### config.mk
export PLATFORM = sky130hd
export DESIGN_NAME = esp_req_sequencer
export DESIGN_NICKNAME = d
export VERILOG_FILES = /design/src/rtl/esp_req_sequencer.sv
export SDC_FILE = /design/constraint.sdc
export NUM_CORES = 1
export LEC_CHECK = 0
export CAP_MARGIN = 25
export CORE_ASPECT_RATIO = 0.75
export CORE_MARGIN = 4
export CORE_UTILIZATION = 51
export DETAILED_ROUTE_END_ITERATION = 10
export GPL_TIMING_DRIVEN = 0
export PLACE_DENSITY = 0.76
export SYNTH_ARGS = -nofsm -noshare
export SYNTH_HDL_FRONTEND = slang
export SYNTH_SLANG_ARGS = --single-unit
export TNS_END_PERCENT = 1
### constraint.sdc
create_clock -name clk -period 2.06 [get_ports clk]
set_input_delay 0.412 -clock clk [delete_from_list [all_inputs] [get_ports clk]]
set_output_delay 0.412 -clock clk [all_outputs]
set_load 0.005 [all_outputs]
### src/rtl/esp_req_sequencer.sv
// Request sequencer for the TRS-IO -> ESP co-processor path.
// Latches the request code on a qualified I/O strobe, holds the Z80 in WAIT,
// drives a fixed-width ESP_REQ pulse and releases WAIT on the ESP's done edge
// or when the watchdog expires.
module esp_req_sequencer #(
    parameter int unsigned REQ_PULSE_CYCLES = 50,
    parameter int unsigned TIMEOUT_CYCLES   = 840000,
    parameter int unsigned TO_WIDTH         = 20
) (
    input  logic       clk,
    input  logic       RST_N,
    input  logic       sel,
    input  logic       strobe,
    input  logic [2:0] kind,
    input  logic       ESP_DONE,
    input  logic       err_clr,
    output logic       ESP_REQ,
    output logic [2:0] ESP_S,
    output logic       WAIT,
    output logic       busy,
    output logic       timeout_err,
    output logic [7:0] timeout_cnt
);

    localparam logic [1:0] ST_IDLE      = 2'd0;
    localparam logic [1:0] ST_REQ       = 2'd1;
    localparam logic [1:0] ST_WAIT_DONE = 2'd2;
    localparam logic [1:0] ST_RELEASE   = 2'd3;

    localparam int unsigned       PW         = $clog2(REQ_PULSE_CYCLES + 1);
    localparam logic [PW-1:0]     PULSE_LOAD = PW'(REQ_PULSE_CYCLES);
    localparam logic [PW-1:0]     PULSE_ONE  = PW'(1);
    localparam logic [TO_WIDTH-1:0] TO_LAST  = TO_WIDTH'(TIMEOUT_CYCLES - 1);
    localparam logic [TO_WIDTH-1:0] TO_ONE   = TO_WIDTH'(1);

    logic [1:0]          state_q, state_d;
    logic [PW-1:0]       pulse_q, pulse_d;
    logic [TO_WIDTH-1:0] wd_q, wd_d;
    logic                req_q, req_d;
    logic                wait_q, wait_d;
    logic [2:0]          kind_q, kind_d;
    logic                seen_q, seen_d;
    logic                err_q, err_d;
    logic [7:0]          cnt_q, cnt_d;
    logic                busy_q, busy_d;
    logic [2:0]          done_sync_q;
    logic                done_edge;

    // [0],[1] form the synchronizer, [2] is the edge-detect register.
    always_ff @(posedge clk or negedge RST_N) begin
        if (!RST_N) begin
            done_sync_q <= 3'b000;
        end else begin
            done_sync_q <= {done_sync_q[1:0], ESP_DONE};
        end
    end

    assign done_edge = done_sync_q[1] & ~done_sync_q[2];

    // Next-state and registered-output logic for the request FSM.
    always_comb begin
        state_d = state_q;
        pulse_d = pulse_q;
        wd_d    = wd_q;
        req_d   = req_q;
        wait_d  = wait_q;
        kind_d  = kind_q;
        seen_d  = seen_q;
        err_d   = err_q;
        cnt_d   = cnt_q;

        // A timeout raised below in the same cycle overrides this clear.
        if (err_clr) begin
            err_d = 1'b0;
        end

        unique case (state_q)
            ST_IDLE: begin
                if (strobe && sel) begin
                    kind_d  = kind;
                    req_d   = 1'b1;
                    wait_d  = 1'b1;
                    pulse_d = PULSE_LOAD;
                    wd_d    = '0;
                    seen_d  = 1'b0;
                    state_d = ST_REQ;
                end
            end
            ST_REQ: begin
                pulse_d = pulse_q - PULSE_ONE;
                wd_d    = wd_q + TO_ONE;
                if (done_edge) begin
                    wait_d = 1'b0;
                    seen_d = 1'b1;
                end
                if (pulse_q == PULSE_ONE) begin
                    req_d   = 1'b0;
                    state_d = (seen_q || done_edge) ? ST_RELEASE : ST_WAIT_DONE;
                end
            end
            ST_WAIT_DONE: begin
                wd_d = wd_q + TO_ONE;
                // Done has priority over a simultaneous watchdog expiry.
                if (done_edge) begin
                    wait_d  = 1'b0;
                    state_d = ST_RELEASE;
                end else if (wd_q == TO_LAST) begin
                    wait_d  = 1'b0;
                    err_d   = 1'b1;
                    if (cnt_q != 8'hFF) begin
                        cnt_d = cnt_q + 8'd1;
                    end
                    state_d = ST_RELEASE;
                end
            end
            ST_RELEASE: begin
                // Hold until the Z80 leaves this bus cycle so it cannot re-trigger.
                if (!sel) begin
                    state_d = ST_IDLE;
                end
            end
            default: begin
                state_d = ST_IDLE;
            end
        endcase
    end

    assign busy_d = (state_d != ST_IDLE);

    // State and output registers; reset clears everything mid-request too.
    always_ff @(posedge clk or negedge RST_N) begin
        if (!RST_N) begin
            state_q <= ST_IDLE;
            pulse_q <= '0;
            wd_q    <= '0;
            req_q   <= 1'b0;
            wait_q  <= 1'b0;
            kind_q  <= 3'd0;
            seen_q  <= 1'b0;
            err_q   <= 1'b0;
            cnt_q   <= 8'd0;
            busy_q  <= 1'b0;
        end else begin
            state_q <= state_d;
            pulse_q <= pulse_d;
            wd_q    <= wd_d;
            req_q   <= req_d;
            wait_q  <= wait_d;
            kind_q  <= kind_d;
            seen_q  <= seen_d;
            err_q   <= err_d;
            cnt_q   <= cnt_d;
            busy_q  <= busy_d;
        end
    end

    assign ESP_REQ     = req_q;
    assign ESP_S       = kind_q;
    assign WAIT        = wait_q;
    assign busy        = busy_q;
    assign timeout_err = err_q;
    assign timeout_cnt = cnt_q;

endmodule
## Word-level counts from Yosys, hierarchy flattened

Index checks and enable logic that the tools add are counted.

- Flip-flop bits (word level): 47
- Latch bits: 0
- Memory bits (writable): 0
- Memory bits (read-only): 0
- Bits of input ports: 9
- Output and inout bits: 15
- Logic and storage cells: 67
- Memories: 0

- $add $sub $neg: 3
- Multipliers: 0
- Divide/modulo/power cells: 0
- Order comparisons: 0
- Equal/unequal tests: 10
- Shift operators: 0
- Multiplexer cells: 25
- Bitwise operators: 3
- Reduce and logical (&&, ||, !) cells: 15

Operators with widths:

| operator | number |
|---|---|
| $pmux W20 S2 | 1 |
| $add A20 B1 Y20 const B | 1 |
| $eq A20 B20 Y1 const B | 1 |
| $mux W20 | 1 |
| $mux W1 | 12 |
| $pmux W6 S2 | 1 |
| $mux W2 | 5 |
| $add A8 B1 Y8 const B | 1 |
| $ne A8 B8 Y1 const B | 1 |
| $pmux W2 S4 | 1 |
| $reduce_and A4 Y1 | 2 |
| $eq A6 B1 Y1 const B | 1 |
| $mux W6 | 1 |
| $ne A2 B2 Y1 const B | 3 |
| $reduce_and A2 Y1 | 3 |
| $reduce_and A3 Y1 | 2 |
| $reduce_bool A2 Y1 | 3 |
| $sub A6 B1 Y6 const B | 1 |
| $eq A2 B2 Y1 const B | 2 |
| $pmux W1 S2 | 2 |
| $ne A3 B3 Y1 const B | 1 |
| $pmux W1 S3 | 1 |
| $reduce_bool A3 Y1 | 1 |
| $eq A2 B1 Y1 const B | 1 |
| other kinds (6) | 7 |

## Depth between registers and ports, before layout

- Depth after elaboration: 7
- Depth in mapped cells: 8
- Mapped depth without buffers: 7

## Least setup slack after synthesis

OpenSTA, ideal clock, no wires.

- Path kind: register to register
- Start point: reg wd_q[6]
- End point: reg cnt_q[6] (netlist: timeout_cnt[6])
- Setup time: 125 ps
- Arrival time: 1990 ps
- Required time: 1935 ps
- Setup slack: -55 ps
- Cell stages (with the launch flop): 6
- Path buffers: 0
- Period minus slack after synthesis: 2115 ps
- Cells stage by stage: dfrtp_1 > or4b_1 > nor4_2 > nand4_2 > nor3_1 > mux2_2

- Word-level cells in the longest chain between the ends: 2

Ends and longest elaborated chain:

| item | line | text |
|---|---|---|
| start: declaration | 38 | `logic [TO_WIDTH-1:0] wd_q, wd_d;` |
| start signal: assignment | 146 | `wd_q <= wd_d;` |
| $eq A20 B20 Y1 | 107 | `end else if (wd_q == TO_LAST) begin` |
| $reduce_and A4 Y1 (no line) | n/a |  |
| end signal: assignment | 152 | `cnt_q <= cnt_d;` |
| end: declaration | 44 | `logic [7:0] cnt_q, cnt_d;` |

No other way between the ends.
A chain may end at the register's enable or synchronous reset.

## Worst setup path after layout

- Start point: reg wd_q[13]
- End point: reg cnt_q[7] (netlist: timeout_cnt[7])

The elaborated chain is that of the path after synthesis.

==> impl_results.rst <==
.. list-table::
   :header-rows: 1

   * - Metric
     - Value
   * - Total Negative Setup Slacks
     - -0.211 ns
   * - Clock tree buffer depth
     - 2
   * - Worst IR Drop VDD
     - around 0.60 mV
   * - Top-level port count
     - 24
   * - Relative slew slack
     - approximately two thirds
   * - Critical R2R Launch
     - wd_q[13]
   * - Drt via density
     - 5.71
   * - Total power
     - 2.99 mW
   * - DP Wirelength
     - ~3500 µm
   * - Share of final-layout standard cells stronger than drive strength 1
     - ~18%
   * - Critical path capture point
     - timeout_cnt[7]
   * - Required time worst endpoint
     - ~2.3 ns
   * - Detail Route Antenna Nets
     - 0
   * - Yosys warning count
     - 0
   * - Syn Nets
     - about 270
   * - Slowest stage cell, crit path
     - or4b_4
   * - Final net count
     - just over 300
   * - End-of-flow core utilization
     - about 67%
   * - Path type of the worst setup path
     - reg -> reg
   * - Final period demand of the worst path
     - approximately 2.1 ns
   * - Synth Register Bits
     - 47
   * - Clock latency on the worst-skew pair
     - ~0.30 ns
   * - Total count of max-transition violations in the final report
     - 0
   * - Initial antenna violation count
     - 0
   * - Depth of the critical timing path with buffers and inverters included
     - 6
   * - Setup repair after global routing missed its margin
     - yes
   * - Site row count
     - 21
   * - CP top delay family
     - simple AND/OR/NAND/NOR gates
   * - Most used cells in the layout excluding fill and tap cells
     - dfrtp_1, nand2_1, clkdlybuf4s50_1
   * - Clock slew at the register clock pins of the worst setup and hold paths
     - ~0.090 ns
   * - Via count of the first global-routing pass
     - approximately 1.8k
   * - Remaining DRCs
     - 0
   * - Share of async-settable or async-resettable flops after synthesis
     - 100%
   * - Worst clock skew
     - 0.00587 ns
   * - Aggregate routed wire length
     - around 5200 µm
   * - Sum of buffers and inverters on the critical path
     - 1
   * - Crit path cell chain
     - or4b_4, nor4_4, buf_4, and4_4, nand4_1, mux2_4
   * - Core outline area
     - 4550 µm²
   * - Area of the die
     - 5950 µm²
   * - # diodes
     - 0
   * - Violated checks
     - negative setup slack
   * - Main synth FF type
     - dfrtp_1
   * - Reg2Reg Capture Point
     - timeout_cnt[7]
   * - Leak
     - around 1.3 nW
   * - First-pass GRT wire length
     - about 8700 µm
   * - Leading cell type in the layout, fill and taps excluded
     - dfrtp_1
   * - Cells after synthesis
     - 250
   * - Global route overflow
     - 0
   * - Largest driver fanout on the critical path
     - 5
   * - Transition time of the tightest slew-check pin
     - 0.524 ns
   * - Global-route total usage across every layer
     - a little under a fifth
   * - Average routed wire per standard cell
     - roughly 15 µm
   * - Status
     - complete, but fails checks
   * - Endpoints failing setup
     - 6
   * - Worst min path class
     - in -> async
   * - DP Worst Slack
     - -0.501 ns
   * - Number of detailed-route iterations in the first pass
     - 4
   * - Period utilisation layout
     - 103%
   * - CTS sink count
     - 47
   * - I/O Buffers
     - 23
   * - Minimum setup slack in the final design
     - -0.0680 ns
   * - Largest incremental delay on the critical path
     - about 0.55 ns
   * - Final weighted congestion in routability-driven placement
     - between 0.8 and 0.9
   * - Starting density of the core
     - a little over half
   * - H-tree depth
     - 2
   * - Arrival time worst endpoint
     - 2.33 ns
   * - Launching element of the worst setup path
     - wd_q[13]
   * - Mean cell area of the mapped netlist
     - a little under 10 µm²
   * - Clock tree from TritonCTS
     - built
   * - Number of cells traversed by the worst register-to-register path
     - 6
   * - Synth Cell Area
     - ~2400 µm²
   * - Portion of the post-synthesis area used by sequential elements
     - between 40% and 50%
   * - Hold-fix buffers, CTS
     - 0
   * - Reg-to-reg setup timing slack
     - -0.07 ns
   * - Clk root buf
     - clkbuf_8
   * - Endpoint type of the worst setup path
     - register
   * - Pin count of the biggest net entering global routing
     - 26
   * - Maximum clock rate
     - 0.470 GHz
   * - Number of distinct library cell variants in the gate-level netlist after synthesis
     - slightly above 40
   * - Detailed Route Iter0 Violations
     - 80
   * - Startpoint class of the critical path
     - register
   * - TritonCTS buffer count
     - 5
   * - Hold Vio Cnt, Final
     - 0
   * - Die extent in x
     - between 80 and 90 µm
   * - Number of synthesized flops with an enable pin
     - 0
   * - Die outline height
     - around 68 µm
   * - Total number of vias
     - around 2.0k
   * - Area added between synthesis and finish
     - 25.1%
   * - Number of violations of the max-capacitance limit
     - 0
   * - Power density of the placed cells
     - roughly 980 nW/µm²
-- logic make-up (layout without fill, tap and decap cells) --
| family | after synthesis | in the layout | share of synthesized area [%] |
|---|---|---|---|
| compound gates | 53 | 53 | 13.4 |
| xor+xnor | 15 | 15 | 5.40 |
| fa+ha+maj | 10 | 10 | 5.14 |
| buf+inv | 13 | 56 | 2.01 |
| flops | 47 | 47 | 48.3 |
| mux | 6 | 6 | 2.78 |
| simple gates | 106 | 106 | 23.0 |
-- worst reg2reg max path: cells and delay by family (launching register included) --
kind          cells  cell delay (ns)
mux               1             0.31
simple gates      4             1.12
flops             1             0.41
buf+inv           1             0.18
-- synth_stat cells, types with 3 or more instances --
master | number | share of area (%)
dfrtp_1 | 47 | 48
nand2_1 | 28 | 4.3
o21ai_0 | 19 | 3.9
nor2_1 | 18 | 2.8
nand3_1 | 15 | 3.1
xnor2_1 | 12 | 4.3
a21oi_1 | 11 | 2.3
ha_1 | 10 | 5.1
inv_1 | 10 | 1.5
nor3_1 | 10 | 2.1
and3_1 | 5 | 1.3
o31ai_1 | 5 | 1.5
a31oi_1 | 4 | 1.0
mux2_2 | 4 | 1.9
nand4_1 | 4 | 1.0
nor4_1 | 4 | 1.0
and4_1 | 3 | 1.1
clkbuf_1 | 3 | 0.46
nand2b_1 | 3 | 0.77
o21a_1 | 3 | 0.93
or3_1 | 3 | 0.77
xor2_1 | 3 | 1.1
-- metrics by stage --
step	hold slack, ns	std cells	cell area [µm²]
final	0.0684	350	3040
after global routing	0.110	350	3040
after CTS	0.0859	346	2970
after detailed placement	0.361	331	2770
after floorplan	0.116	250	2450
after global placement	0.346	330	2750
-- power breakdown --
group          switching, mW  internal, mW  total, mW
combinational          0.711         0.511       1.22
sequential             0.137          1.07       1.21
clock                  0.318         0.238      0.556
total                   1.17          1.82       2.99
-- worst min path at each step --
stage / from / endpoint / slack (ns) / cells after the start
global route: RST_N / pulse_q[2] / 0.11 / 1
finish: RST_N / pulse_q[2] / 0.07 / 1
CTS: RST_N / pulse_q[2] / 0.09 / 1
floorplan: RST_N / ESP_REQ / 0.12 / 0
global placement: done_sync_q[0] / done_sync_q[1] / 0.35 / 0
detailed placement: done_sync_q[0] / done_sync_q[1] / 0.36 / 0
-- sequential cells by signal (all words and copies together) (netlist names) --
signal and count:
wd_q 20, ESP_S 3, seen_q 1, ESP_REQ 1, state_q 2, WAIT 1, timeout_cnt 8, busy 1
pulse_q 6, done_sync_q 3, timeout_err 1
-- cell type report --
type / instances / area, µm²
fillers: 342 / 1500
multi-input cells: 190 / 1320
flip-flops and latches: 47 / 1180
repair buffers: 37 / 350
clock buffers: 6 / 72.6
well taps: 57 / 71.3
inverters: 10 / 37.5
clock inverters: 2 / 12.5
plain buffers: 1 / 5.00
-- timing repair --
item                       in CTS  in global routing
setup buffers                   7                  6
pin swaps                       9                  3
setup endpoints to repair      29                 30
resized for setup              16                  9
-- per-layer routing --
| layer | wire (µm) | share of wire (%) | up-vias | track usage (%) |
|---|---|---|---|---|
| met5 | 0 | 0 | - | 0 |
| met4 | 41 | 0.78 | 0 | 6.51 |
| met3 | 314 | 6.0 | 4 | 3.73 |
| met2 | 2310 | 44 | 55 | 27.8 |
| met1 | 2560 | 49 | 956 | 27.4 |
| li1 | - | - | 984 | - |
Power figures use the tool's default switching activity.
